$ cat config.mk
export PLATFORM = sky130hd
export DESIGN_NAME = iq_mac_scheduler_flat
export DESIGN_NICKNAME = d
export VERILOG_FILES = /design/src/rtl/iq_mac_scheduler_if.sv /design/src/rtl/iq_mac_scheduler.sv /design/src/flat_wrapper.sv
export SDC_FILE = /design/constraint.sdc
export NUM_CORES = 1
export LEC_CHECK = 0
export CORE_AREA = 3 3 40 42
export CTS_BUF_LIST = sky130_fd_sc_hd__clkbuf_4
export DETAILED_ROUTE_END_ITERATION = 8
export DIE_AREA = 0 0 43 45
export PLACE_DENSITY_LB_ADDON = 0.15
export SLEW_MARGIN = 0
export SYNTH_ARGS = -nofsm -noshare
export SYNTH_HDL_FRONTEND = slang
export SYNTH_SLANG_ARGS = --single-unit
$ cat constraint.sdc
create_clock -name clk -period 2 [get_ports clk]
set_clock_uncertainty 0.05 [all_clocks]
set_input_delay 0.4 -clock clk [delete_from_list [all_inputs] [get_ports clk]]
set_output_delay 0.4 -clock clk [all_outputs]
set_load 0.1 [all_outputs]
$ cat src/rtl/iq_mac_scheduler_if.sv
// Sample handshakes from the I/Q ADC side plus the control bundle driven to the shared MAC.
// The slave modport is the scheduler; the master modport is the sample sources / MAC side.
interface iq_mac_scheduler_if #(
  parameter int SELW = 3
);
  logic            enable;
  logic            i_valid;
  logic            i_ready;
  logic            q_valid;
  logic            q_ready;
  logic [SELW-1:0] mac_sel;
  logic            mac_ch;
  logic            mac_en;
  logic            mac_clr;
  logic            i_done;
  logic            q_done;
  logic            busy;

  modport slave (
    input  enable, i_valid, q_valid,
    output i_ready, q_ready, mac_sel, mac_ch, mac_en, mac_clr, i_done, q_done, busy
  );

  modport master (
    output enable, i_valid, q_valid,
    input  i_ready, q_ready, mac_sel, mac_ch, mac_en, mac_clr, i_done, q_done, busy
  );
endinterface

$ cat src/rtl/iq_mac_scheduler.sv
// Round-robin I/Q scheduler for one shared symmetric-FIR MAC: accept->done is NPAIR+1 cycles.
// Ready is granted only at idle or on the last phase, so runs chain back-to-back with no bubble.
module iq_mac_scheduler #(
  parameter int NPAIR = 5,
  parameter int SELW  = 3
) (
  input  logic              clk,
  input  logic              resetn,
  iq_mac_scheduler_if.slave bus
);

  typedef enum logic {IDLE, RUN} state_t;

  localparam logic [SELW-1:0] LAST_PHASE = SELW'(NPAIR - 1);

  state_t          state;
  logic [SELW-1:0] phase;
  logic            ch;
  logic            rr_last;

  logic last_phase;
  logic window;
  logic grant_i;
  logic grant_q;
  logic accept;

  // rr_last: 0 = I, 1 = Q; on contention the channel that did not go last wins
  always_comb begin
    last_phase = (state == RUN) && (phase == LAST_PHASE);
    window     = resetn && bus.enable && ((state == IDLE) || last_phase);
    grant_i    = window && bus.i_valid && (!bus.q_valid || rr_last);
    grant_q    = window && bus.q_valid && (!bus.i_valid || !rr_last);
    accept     = grant_i || grant_q;
  end

  assign bus.i_ready = grant_i;
  assign bus.q_ready = grant_q;

  always_ff @(posedge clk or negedge resetn) begin
    if (!resetn) begin
      state       <= IDLE;
      phase       <= '0;
      ch          <= 1'b0;
      rr_last     <= 1'b1;
      bus.mac_sel <= '0;
      bus.mac_ch  <= 1'b0;
      bus.mac_en  <= 1'b0;
      bus.mac_clr <= 1'b0;
      bus.i_done  <= 1'b0;
      bus.q_done  <= 1'b0;
      bus.busy    <= 1'b0;
    end else begin
      // Done refers to the run finishing now, independent of any new grant
      bus.i_done <= last_phase && !ch;
      bus.q_done <= last_phase && ch;

      if (accept) begin
        state       <= RUN;
        phase       <= '0;
        ch          <= grant_q;
        rr_last     <= grant_q;
        bus.mac_sel <= '0;
        bus.mac_ch  <= grant_q;
        bus.mac_en  <= 1'b1;
        bus.mac_clr <= 1'b1;
        bus.busy    <= 1'b1;
      end else if ((state == RUN) && !last_phase) begin
        phase       <= phase + SELW'(1);
        bus.mac_sel <= phase + SELW'(1);
        bus.mac_en  <= 1'b1;
        bus.mac_clr <= 1'b0;
        bus.busy    <= 1'b1;
      end else begin
        state       <= IDLE;
        phase       <= '0;
        bus.mac_sel <= '0;
        bus.mac_en  <= 1'b0;
        bus.mac_clr <= 1'b0;
        bus.busy    <= 1'b0;
      end
    end
  end

endmodule

$ cat src/flat_wrapper.sv
// flat-port wrapper written by rule: the top's interface ports become plain ports
module iq_mac_scheduler_flat 
#(
  parameter int NPAIR = 5,
  parameter int SELW  = 3
)
  (clk, resetn, bus_enable, bus_i_valid, bus_q_valid, bus_i_ready, bus_q_ready, bus_mac_sel, bus_mac_ch, bus_mac_en, bus_mac_clr, bus_i_done, bus_q_done, bus_busy);
  iq_mac_scheduler_if #(.SELW(SELW)) bus_i ();
  input  logic clk;
  input  logic resetn;
  input wire logic [$bits(bus_i.enable)-1:0] bus_enable;
  input wire logic [$bits(bus_i.i_valid)-1:0] bus_i_valid;
  input wire logic [$bits(bus_i.q_valid)-1:0] bus_q_valid;
  output wire logic [$bits(bus_i.i_ready)-1:0] bus_i_ready;
  output wire logic [$bits(bus_i.q_ready)-1:0] bus_q_ready;
  output wire logic [$bits(bus_i.mac_sel)-1:0] bus_mac_sel;
  output wire logic [$bits(bus_i.mac_ch)-1:0] bus_mac_ch;
  output wire logic [$bits(bus_i.mac_en)-1:0] bus_mac_en;
  output wire logic [$bits(bus_i.mac_clr)-1:0] bus_mac_clr;
  output wire logic [$bits(bus_i.i_done)-1:0] bus_i_done;
  output wire logic [$bits(bus_i.q_done)-1:0] bus_q_done;
  output wire logic [$bits(bus_i.busy)-1:0] bus_busy;
  assign bus_i.enable = bus_enable;
  assign bus_i.i_valid = bus_i_valid;
  assign bus_i.q_valid = bus_q_valid;
  assign bus_i_ready = bus_i.i_ready;
  assign bus_q_ready = bus_i.q_ready;
  assign bus_mac_sel = bus_i.mac_sel;
  assign bus_mac_ch = bus_i.mac_ch;
  assign bus_mac_en = bus_i.mac_en;
  assign bus_mac_clr = bus_i.mac_clr;
  assign bus_i_done = bus_i.i_done;
  assign bus_q_done = bus_i.q_done;
  assign bus_busy = bus_i.busy;
  iq_mac_scheduler #(.NPAIR(NPAIR), .SELW(SELW)) u_core (.clk(clk), .resetn(resetn), .bus(bus_i));
endmodule
==> results of run 1 <==
## worst max-delay path: stages, from the launching register on
cell and delay [ns]:
dfrtp_4 0.49, inv_4 0.07, ha_4 0.13, a21bo_4 0.13, and3_4 0.18, and2_4 0.14, buf_12 0.16
## Yosys cell counts
library cell,n
dfrtp_1,9
nor2_1,6
inv_1,4
nand2_1,4
and2_1,2
ha_1,2
o21ai_0,2
o22a_1,2
a21bo_4,1
a21boi_0,1
and2_2,1
and3_4,1
buf_4,1
dfstp_2,1
nand3_1,1
xnor2_1,1
## final cells by class
| class | count | area (µm²) | area share [%] |
|---|---|---|---|
| multi-input cells | 24 | 184 | 24.2 |
| well taps | 15 | 18.8 | 2.47 |
| flip-flops and latches | 10 | 260 | 34.2 |
| repair buffers | 22 | 250 | 32.9 |
| inverters | 4 | 17.5 | 2.30 |
| clock buffers | 4 | 30.0 | 3.95 |
## cell families after synthesis
family	count (synthesis)	share of synthesized area, %
compound gates	6	11.9
flops	10	58.1
xor+xnor	1	2.02
fa+ha+maj	2	5.78
simple gates	15	17.0
buf+inv	5	5.20
## metrics by stage
step | cells | setup WS [ns]
floorplan | 39 | 0.000863
global placement | 71 | 0.00774
detailed placement | 71 | -0.0352
CTS | 78 | -0.0176
global route | 79 | -0.0693
finish | 79 | -0.0241
## what timing repair did
item                       in CTS  in global routing
setup buffers                   3                  1
resized for setup               1                  1
pin swaps                       4                  2
setup endpoints to repair       2                  1
## path summary, 6_finish.rpt
check / start / endpoint / depth (start not counted)
max in group asynchronous: resetn / u_core.rr_last / 2
min reg2reg: u_core.rr_last / u_core.rr_last / 1
max reg2reg: u_core.bus.mac_sel[1] / u_core.bus.mac_ch / 7
min in group clk: u_core.rr_last / u_core.rr_last / 1
max: u_core.bus.mac_sel[1] / bus_q_ready / 6
min: resetn / u_core.bus.mac_sel[1] / 2
## registers in the layout (all words and copies together), names as in the netlist
name                flops
u_core.bus.mac_sel      3
u_core.bus.mac_en       1
u_core.bus.mac_clr      1
u_core.bus.q_done       1
u_core.bus.mac_ch       1
u_core.rr_last          1
u_core.bus.i_done       1
u_core.state            1
## routing by layer
metal,up-vias,track usage (%)
li1,173,-
met1,168,13.8
met3,2,3.59
met4,0,5.42
met2,13,20.4
met5,-,0
==> impl_results.md, run 1 <==
- Status: finished, violations left
- Violated checks: negative setup slack
- Fin. Hold Viols: 0
- Port bufs: 15
- MaxCap Viol Count: 0
- Largest net degree at the start of global routing: 11
- Chip width: 43 µm
- RSZ-0062 raised after global routing: true
- Yosys warnings: 0
- Cell Area, Synth: 433 µm²
- Count of pins over their slew limit: 0
- Critical path type: flop to primary output
- Met3 Wirelength: 76 µm
- Max Root-Sink Buffers: 2
- GRT Util Overall: 11.9%
- CP max FO: 3
- Synthesis-stage register bit count: 10
- Routed len/inst: 12.2 µm
- Commonest non-fill, non-tap cells in the layout: buf_4 (12), buf_12 (6), dfrtp_1 (6)
- Final min period: 2.02 ns
- Setup crit end kind: primary output
- Worst-skew pair later-pin latency: 0.26 ns
- Global placement routability congestion: 0.765
- Die height: 45 µm
- Clock sinks: 10
- Post-DRT Antenna Nets: 0
- CTS tree: yes
- Actual slew at the worst max-slew pin: 0.335 ns
- Die Area: 1940 µm²
- Fill count: 100
- Commonest non-fill, non-tap cell in the layout: buf_4
- Max-slew headroom: 77.5%
- Netlist cell types: 16
- Met2 routed wirelength: 477 µm
- Post-DP HPWL: 765 µm
- Core area: 1280 µm²
- Cts bufs inserted: 3
- Share of layout cells above drive strength 1: 54.7%
- Overflow after GRT: 0
- Class of the worst hold path: input port to async pin
- DRT met1 WL: 395 µm
- R2r setup slk: 0.42 ns
- Initial antenna violation count: 0
- DRT iter0 DRCs: 4
- I/O pin cnt: 16
- Clock slew at reported path FFs: 0.06 ns
- Htree depth: 1
- TNS Setup: -0.0241 ns
- Util after Layout: 59.2%
- First-pass GRT wire length: 1660 µm
- Synthesis-to-layout area growth: 75.7%
- DRT Wirelength: 963 µm
- Tcrit/Tclk final: 101%
- Row Count: 13
- Vias in the first global route: 381
- Post-DR vias/cell: 4.51
- Synthesized netlist cell count: 39
- Critical Path RT: 1.55 ns
- Final Setup Violations: 1
- Worst EP arrival: 1.57 ns
- DR vias: 356
- Post-route DRC: 0
- Cell area after layout: 761 µm²
- Dominant cells by area after synthesis: dfrtp_1 (52%), dfstp_2 (6.1%), ha_1 (5.8%)
- Hold Buf Count CTS: 0
- Drt first pass iters: 3
- Yosys top cell area share: 52.0%
- Biggest area consumer among synthesized cells: dfrtp_1
- Clock root buffer: clkbuf_4
- ANT cells: 0
- Initial Utilization: 33.7%
- Setup WS post-layout: -0.0241 ns
- Synthesized Nets: 46
- WHS: 0.399 ns
- Startpoint class of the critical path: flop
- Seq/Total Area, Yosys: 58.1%
- Achievable Freq: 494 MHz
- Top sig layer: met4
- Post-DP Area: 698 µm²
- Nets: 72
- Avg Cell Area, Syn: 11.1 µm²
Power of run 1 is not shown: default switching activity piles up to over one toggle a cycle in this logic, so the estimate is an artifact.
==> run 2, diff against run 1 <==
--- a/config.mk
+++ b/config.mk
@@ -14,3 +14,4 @@
 export SYNTH_ARGS = -nofsm -noshare
 export SYNTH_HDL_FRONTEND = slang
 export SYNTH_SLANG_ARGS = --single-unit
+export TNS_END_PERCENT = 1
==> results of run 2 <==
No change in the layout: final DEF, timing and power equal those of run 1.
Power of run 2 is left out for the same reason.
==> run 3, diff against run 2 <==
--- a/config.mk
+++ b/config.mk
@@ -7,6 +7,7 @@
 export LEC_CHECK = 0
 export CORE_AREA = 3 3 40 42
 export CTS_BUF_LIST = sky130_fd_sc_hd__clkbuf_4
+export CTS_CLUSTER_SIZE = 40
 export DETAILED_ROUTE_END_ITERATION = 8
 export DIE_AREA = 0 0 43 45
 export PLACE_DENSITY_LB_ADDON = 0.15
==> results of run 3 <==
No change in the layout: final DEF, timing and power equal those of run 1.
Power of run 3 is left out for the same reason.
